File: src/rtl/reqack_monitor_mc.sv
// Multi-channel req/ack protocol monitor: per-channel handshake FSM, latency timeout,
// sticky error status with interrupt. Optional REQACK_LAT_STATS_EN adds max_lat_seen.
module reqack_monitor_mc #(
  parameter int unsigned N_CH    = 4,
  parameter int unsigned MAX_LAT = 5,
  parameter int unsigned CNT_W   = 8
) (
  input  logic              clk,
  input  logic              reset_n,
  input  logic [N_CH-1:0]   req,
  input  logic [N_CH-1:0]   ack,
  input  logic [N_CH-1:0]   clr_err,
  output logic [N_CH-1:0]   done,
  output logic [N_CH-1:0]   err_timeout,
  output logic [N_CH-1:0]   err_drop,
  output logic [N_CH-1:0]   err_spur,
  output logic              intrpt,
  output logic [CNT_W-1:0]  timeout_cnt
`ifdef REQACK_LAT_STATS_EN
  ,
  output logic [N_CH*8-1:0] max_lat_seen
`endif
);

  localparam int unsigned LAT_W = $clog2(MAX_LAT + 1);
  localparam int unsigned POP_W = $clog2(N_CH + 1);
  localparam int unsigned SUM_W = CNT_W + POP_W;
  localparam logic [LAT_W-1:0] LAT_MAX = LAT_W'(MAX_LAT);

  typedef enum logic [1:0] {S_IDLE, S_WAIT, S_HOLD, S_ERR} state_e;

  state_e           state_q [N_CH];
  state_e           state_d [N_CH];
  logic [LAT_W-1:0] lat_q   [N_CH];
  logic [LAT_W-1:0] lat_d   [N_CH];

  logic [N_CH-1:0]  done_d, tmo_set, drop_set, spur_set;
  logic [N_CH-1:0]  done_q, tmo_q, drop_q, spur_q;
  logic             intrpt_q;
  logic [CNT_W-1:0] tcnt_q, tcnt_d;
  logic [POP_W-1:0] pop;
  logic [SUM_W-1:0] sum;

  // lat_q holds the index of the cycle currently being sampled while in WAIT
  always_comb begin
    for (int unsigned i = 0; i < N_CH; i++) begin
      state_d[i]  = state_q[i];
      lat_d[i]    = lat_q[i];
      done_d[i]   = 1'b0;
      tmo_set[i]  = 1'b0;
      drop_set[i] = 1'b0;
      spur_set[i] = 1'b0;
      case (state_q[i])
        S_IDLE: begin
          if (req[i]) begin
            lat_d[i] = LAT_W'(1);
            if (ack[i]) begin
              state_d[i] = S_HOLD;
              done_d[i]  = 1'b1;
            end else begin
              state_d[i] = S_WAIT;
            end
          end else if (ack[i]) begin
            spur_set[i] = 1'b1;
          end
        end
        S_WAIT: begin
          if (ack[i]) begin
            state_d[i] = S_HOLD;
            done_d[i]  = 1'b1;
          end else if (!req[i]) begin
            state_d[i]  = S_IDLE;
            drop_set[i] = 1'b1;
          end else if (lat_q[i] == LAT_MAX) begin
            state_d[i] = S_ERR;
            tmo_set[i] = 1'b1;
          end else begin
            lat_d[i] = lat_q[i] + LAT_W'(1);
          end
        end
        S_HOLD, S_ERR: begin
          if (!req[i]) state_d[i] = S_IDLE;
        end
        default: state_d[i] = S_IDLE;
      endcase
    end
  end

  always_comb begin
    pop = '0;
    for (int unsigned i = 0; i < N_CH; i++) begin
      pop = pop + POP_W'(tmo_set[i]);
    end
    sum    = SUM_W'(tcnt_q) + SUM_W'(pop);
    tcnt_d = (|sum[SUM_W-1:CNT_W]) ? '1 : sum[CNT_W-1:0];
  end

  always_ff @(posedge clk or negedge reset_n) begin
    if (!reset_n) begin
      for (int unsigned i = 0; i < N_CH; i++) begin
        state_q[i] <= S_IDLE;
        lat_q[i]   <= '0;
      end
      done_q   <= '0;
      tmo_q    <= '0;
      drop_q   <= '0;
      spur_q   <= '0;
      intrpt_q <= 1'b0;
      tcnt_q   <= '0;
    end else begin
      for (int unsigned i = 0; i < N_CH; i++) begin
        state_q[i] <= state_d[i];
        lat_q[i]   <= lat_d[i];
      end
      done_q   <= done_d;
      tmo_q    <= tmo_set  | (tmo_q  & ~clr_err);
      drop_q   <= drop_set | (drop_q & ~clr_err);
      spur_q   <= spur_set | (spur_q & ~clr_err);
      intrpt_q <= |{tmo_q, drop_q, spur_q};
      tcnt_q   <= tcnt_d;
    end
  end

  assign done        = done_q;
  assign err_timeout = tmo_q;
  assign err_drop    = drop_q;
  assign err_spur    = spur_q;
  assign intrpt      = intrpt_q;
  assign timeout_cnt = tcnt_q;

`ifdef REQACK_LAT_STATS_EN
  logic [7:0] maxlat_q [N_CH];
  logic [7:0] maxlat_d [N_CH];
  logic [7:0] acc_lat  [N_CH];

  // an ack taken straight from IDLE has latency 0; otherwise lat_q is the latency
  always_comb begin
    for (int unsigned i = 0; i < N_CH; i++) begin
      acc_lat[i]  = (state_q[i] == S_WAIT) ? 8'(lat_q[i]) : 8'd0;
      maxlat_d[i] = maxlat_q[i];
      if (done_d[i] && (acc_lat[i] > maxlat_q[i])) maxlat_d[i] = acc_lat[i];
    end
  end

  always_ff @(posedge clk or negedge reset_n) begin
    if (!reset_n) begin
      for (int unsigned i = 0; i < N_CH; i++) maxlat_q[i] <= '0;
    end else begin
      for (int unsigned i = 0; i < N_CH; i++) maxlat_q[i] <= maxlat_d[i];
    end
  end

  always_comb begin
    max_lat_seen = '0;
    for (int unsigned i = 0; i < N_CH; i++) begin
      max_lat_seen[i*8 +: 8] = maxlat_q[i];
    end
  end
`endif

endmodule

File: config.mk
export PLATFORM = sky130hd
export DESIGN_NAME = reqack_monitor_mc
export DESIGN_NICKNAME = d
export VERILOG_FILES = /design/src/rtl/reqack_monitor_mc.sv
export SDC_FILE = /design/constraint.sdc
export NUM_CORES = 1
export LEC_CHECK = 0
export CAP_MARGIN = 20
export CORE_MARGIN = 10
export CORE_UTILIZATION = 52
export DETAILED_ROUTE_END_ITERATION = 16
export PLACE_DENSITY = 0.75
export SLEW_MARGIN = 25
export SYNTH_ARGS = -nofsm -noshare
export SYNTH_HDL_FRONTEND = slang
export SYNTH_SLANG_ARGS = --single-unit
File: constraint.sdc
create_clock -name clk -period 3.6 [get_ports clk]
set_input_delay 0.72 -clock clk [delete_from_list [all_inputs] [get_ports clk]]
set_output_delay 0.72 -clock clk [all_outputs]
set_load 0.005 [all_outputs]
### Word level (Yosys, flattened, before mapping)

Cells that the tools add are included.

* bitwise gates (word level): 7
* add/sub/neg operators: 8
* eq/ne operators: 40
* muxes and demuxes: 97
* reductions and logical operators: 22

Operator list (number)
* two-way mux 2 bit: 24
* two-way mux 3 bit: 16
* two-way mux 1 bit: 44
* inequality test 2 bit, second input constant: 20
* case mux 2 bit (3 select lines): 4
* case mux 3 bit (2 select lines): 4
* AND reduction 5 bit: 4
* == test 2 bit, second input constant: 8
* inequality test 4 bit, second input constant: 4
* adder 3 x 1 -> 3 bit, second input constant: 4
* bitwise AND 4 bit: 3
* == test 3 bit, second input constant: 4
* OR 4 bit: 3
* AND reduction 3 bit: 4
* OR reduction 12 bit: 1
* adder 8 x 3 -> 9 bit: 1
* == test 2 x 1 -> 1 bit, second input constant: 4
* logical NOT 2 bit: 4
* two-way mux 8 bit: 1
* case mux 1 bit (2 select lines): 4
* nonzero test 2 bit: 4
* OR reduction 2 bit: 4
* NOT 4 bit: 1
* adder 2 x 1 -> 3 bit: 1
* 3 further kinds: 3

* register bits after elaboration: 45
* output and inout port bits: 25
* input bits: 14

### Depth between registers and ports, before layout

* word-level depth: 11
* depth in mapped cells: 13
* depth with buffers taken out: 13

### Least setup slack after synthesis

OpenSTA, ideal clock, no wires.

* path kind: input to register
* start point: input req[2]
* end point: register tcnt_q[7] (netlist: timeout_cnt[7])
* stages on the path: 11
* data required time: 3475 ps
* path buffers: 0
* setup time: 125 ps
* arrival: 2845 ps
* slack: 631 ps
* cell sequence: nand3_1 -> nor3_1 -> fa_1 -> inv_1 -> fa_1 -> inv_1 -> fa_1 -> and3_1 -> nand2_1 -> nand2_1 -> mux2_2

* longest elaborated chain between the ends: 8

Ends and longest elaborated chain
* from (decl): line 10 `input logic [N_CH-1:0] req,`
* two-way mux 1 bit *: line 71 `end else if (!req[i]) begin`
* two-way mux 1 bit *: line 68 `if (ack[i]) begin`
* two-way mux 1 bit *: line 53 `case (state_q[i])`
* adder 2 x 1 -> 3 bit *: line 92 `pop = pop + POP_W'(tmo_set[i]);`
* adder 3 x 1 -> 3 bit *: line 92
* adder 8 x 3 -> 9 bit *: line 94 `sum = SUM_W'(tcnt_q) + SUM_W'(pop);`
* OR reduction 3 bit: line 95 `tcnt_d = (|sum[SUM_W-1:CNT_W]) ? '1 : sum[CNT_W-1:0];`
* two-way mux 8 bit *: line 95
* via tcnt_d[7]: line 40 `logic [CNT_W-1:0] tcnt_q, tcnt_d;`
* to (signal assigned): line 120 `tcnt_q <= tcnt_d;`
* to (decl): line 40

Mark *: on every way through the listed nets, which the timed path passes. The rest lies on a longest branch.
A chain may end at the register's enable or synchronous reset.

### Final worst setup path

* start point: input req[0]
* end point: register tcnt_q[7] (netlist: timeout_cnt[7])

* longest elaborated chain between the ends: 9

Ends and longest elaborated chain (line)
* two-way mux 1 bit *: 71
* two-way mux 1 bit *: 68
* two-way mux 1 bit *: 53
* adder 1 x 1 -> 2 bit *: 92
* adder 2 x 1 -> 3 bit *: 92
* adder 3 x 1 -> 3 bit *: 92
* adder 8 x 3 -> 9 bit *: 94
* OR reduction 3 bit: 95
* two-way mux 8 bit *: 95
* via tcnt_d[7]: 40

Marked as above.

==> flow_summary_export.csv <==
group,metric,value,unit
run_status,status,"completed",
finish,synthToLayoutAreaGrowth,29.4,%
worst_setup_path,max_stage_delay,0.48,ns
clock_tree,clkLatencyLatePin,0.30,ns
yosys,synth_edf_count,0,
grt,grt_pass1_wl,8220,um
power,power_frac_comb,0.157,
worst_setup_path,start_kind,"primary input",
clock_tree,h-tree-depth,2,
worst_setup_path,endpoint_kind,"flip-flop",
sta,slew_violations,0,
floorplanning,core-area,4030,um2
clock_tree,cts_tree,"done",
drt,drc,0,
drt,drt_iter0_markers,109,
drt,vias,1744,
drt,via_per_inst,5.35,
power,pwr-share-clk,0.368,
power,switching_share,0.252,
yosys,synth_seq_area_share,0.516,
grt,overflow,0,
worst_setup_path,cp_max_fo,4,
power,leakagePower,1.36,nW
yosys,synthesis.nets,247,
worst_setup_path,cp_slowest_cell,"clkdlybuf4s50_1",
power,p_switching,309,uW
yosys,async_flop_share,1.00,
worst_setup_path,path_delay_family,"adder cells",
worst_setup_path,crit_buf_inv,3,
worst_setup_path,cp_num_cells,12,
sta,slew-limit-headroom,0.624,
clock_tree,max-clock-path-buffers,2,
finish,final_cell_area,2820,um2
clock_tree,hold_buffers,0,
worst_setup_path,cpMostUsedCell,"fa_1",
drt,wl,4830,um
worst_setup_path,crit_arrival,3.39,ns
finish,drive_gt1_frac,0.0906,
placement,hpwl,3520,um
clock_tree,cts_resized,0,
sta,whs,0.404,ns
worst_setup_path,r2r_slack,0.62,ns
floorplanning,num_io_pins,39,
worst_setup_path,reg2reg_to,"timeout_cnt[7]$_DFF_PN0_",
yosys,synthCells,221,
yosys,ys.flop_type,"dfrtp_1",
finish,diodes,0,
drt,postRouteAntennaNets,0,
yosys,ys_types,30,
yosys,syn-cell-area,2180,um2
finish,fill_cells,308,
placement,port-buffer-count,38,
finish,instances_no_fill,326,
sta,tightest_slew,0.564,ns
yosys,synth_area_per_cell,9.87,um2
clock_tree,post_cts_buffers,0,
worst_hold_path,hold_path.class,"in -> async",
sta,max_freq,312,MHz
clock_tree,clk_pin_slew,0.09,ns
placement,place_area,2690,um2
sta,fin_crit,3.21,ns
sta,hold_viol,0,
sta,setup_viol,0,
sta,skew,0.00975,ns
yosys,ys_warn_count,0,
sta,fin_setup_tns,0,ns
clock_tree,cts_root_buf,"clkbuf_8",
floorplanning,die_area,7190,um2
yosys,ys_seq_elements,45,
placement,place_inst,318,
finish,nets,301,
drt,first_pass_iters,4,
floorplanning,rows,23,
power,seqPwrFrac,0.475,
grt,grt_antenna_before_repair,0,
floorplanning,fp.dieW,84.8,um
worst_setup_path,reg2reg_depth,13,
worst_setup_path,crit_type,"in -> reg",
power,power.density,435,nW/um2
sta,rsz0062_at_grt,"no",
worst_setup_path,cp-endpoint,"timeout_cnt[7]$_DFF_PN0_",
grt,grt_pass1_vias,1747,
power,intPower,920,uW
sta,min_period_over_period,0.891,
worst_setup_path,path_cells,"clkdlybuf4s50_1 -> nand3_1 -> nor3_1 -> fa_1 -> inv_1 -> fa_1 -> inv_1 -> fa_1 -> and3_1 -> nand2_1 -> nand2_1 -> mux2_2",
worst_setup_path,crit_start,"req[0]",
floorplanning,start_util,0.542,
power,ir_drop,0.000310,V
grt,grt.total_usage,0.138,
clock_tree,cts_made_buffers,5,
placement,globalplace.congestion,0.825,
grt,grt_max_degree,46,
drt,wire_per_inst,14.8,um
floorplanning,die_h,84.8,um
worst_setup_path,rr_startpoint,"lat_q[10]$_DFFE_PN0P_",
job,drv_cap,0,
clock_tree,clock_sinks,45,
worst_setup_path,worstPathRequired,3.79,ns
[Yosys cell counts, types with 5 or more instances]
master	number	area (um2)
o32ai_1	8	70.1
nand2b_1	5	31.3
ha_1	9	113
nor2_1	15	56.3
inv_1	27	101
a21oi_1	10	50.1
nand3_1	7	35.0
and3_1	6	37.5
dfrtp_1	45	1130
nor3_1	7	35.0
nor2b_1	6	37.5
o21ai_0	11	55.1
nand2_1	32	120
[registers in the layout (all words and copies together) (netlist names)]
| signal | count |
|---|---|
| err_timeout | 4 |
| state_q | 8 |
| intrpt | 1 |
| err_drop | 4 |
| err_spur | 4 |
| timeout_cnt | 8 |
| lat_q | 12 |
| done | 4 |
[cells by family after synthesis]
logic type      after synthesis  synth area share
simple gates                 92             0.220
flops                        45             0.516
compound gates               42             0.126
buf+inv                      27            0.0464
fa+ha+maj                    12            0.0791
xor+xnor                      2           0.00803
mux                           1           0.00516
[cells in the final DEF (no fill, tap or decap), types with 4 or more instances in the layout]
| cell type | instances |
|---|---|
| a21oi_1 | 10 |
| and3_1 | 6 |
| buf_4 | 10 |
| clkbuf_8 | 5 |
| clkdlybuf4s50_1 | 37 |
| dfrtp_1 | 45 |
| ha_1 | 9 |
| inv_1 | 27 |
| nand2_1 | 32 |
| nand2b_1 | 5 |
| nand2b_4 | 4 |
| nand3_1 | 7 |
| nor2_1 | 15 |
| nor2b_1 | 6 |
| nor3_1 | 7 |
| o21ai_0 | 11 |
| o31ai_1 | 4 |
| o32ai_1 | 8 |
[stage by stage]
step | power [mW] | util | setup slack, ns
floorplan | 0.684 | - | 0.631
global placement | 0.780 | 0.667 | 0.134
detailed placement | 0.787 | 0.667 | 0.0697
CTS | 1.24 | 0.700 | 0.380
global route | 1.29 | 0.701 | 0.240
finish | 1.23 | 0.701 | 0.393
[routing by layer]
metal | wire length [um] | track usage | part of all wire
met2 | 2200 | 0.216 | 0.46
met5 | 0 | 0 | 0
met4 | 53 | 0.0434 | 0.011
met1 | 2250 | 0.170 | 0.47
met3 | 319 | 0.0541 | 0.066
[worst register-to-register path: stages (launching register included)]
cell     delay (ns)
dfrtp_1        0.41
inv_1          0.07
ha_1           0.17
nand3_1        0.11
nor3_1         0.29
fa_1           0.48
inv_1          0.09
fa_1           0.20
inv_1          0.06
fa_1           0.37
and3_1         0.23
nand2_1        0.09
nand2_1        0.05
mux2_2         0.26
[power by group through the flow]
stage | clock (mW) | combinational [mW] | sequential, mW
finish | 0.453 | 0.193 | 0.583
global route | 0.477 | 0.222 | 0.590
CTS | 0.458 | 0.197 | 0.583
detailed placement | 0 | 0.193 | 0.593
global placement | 0 | 0.188 | 0.591
floorplan | 0 | 0.0967 | 0.588
[how the worst min path moves through the flow]
stage	start	to	slack [ns]
global placement	lat_q[4]$_DFFE_PN0P_	lat_q[4]$_DFFE_PN0P_	0.49
CTS	lat_q[7]$_DFFE_PN0P_	lat_q[7]$_DFFE_PN0P_	0.52
global route	reset_n	err_drop[0]$_DFF_PN0_	0.44
detailed placement	lat_q[1]$_DFFE_PN0P_	lat_q[1]$_DFFE_PN0P_	0.50
floorplan	reset_n	done[0]$_DFF_PN0_	0.42
finish	reset_n	err_drop[0]$_DFF_PN0_	0.40
[area by class of cell]
cell class / count / area [um2] / share of cell area
clock inverter: 3 / 65.1 / 0.0230
inverter: 27 / 101 / 0.0359
multi-input combinational: 149 / 955 / 0.338
clock buffer: 5 / 68.8 / 0.0244
timing repair buffer: 47 / 445 / 0.158
tap: 50 / 62.6 / 0.0222
sequential: 45 / 1130 / 0.399
Power figures use the tool's default switching activity.
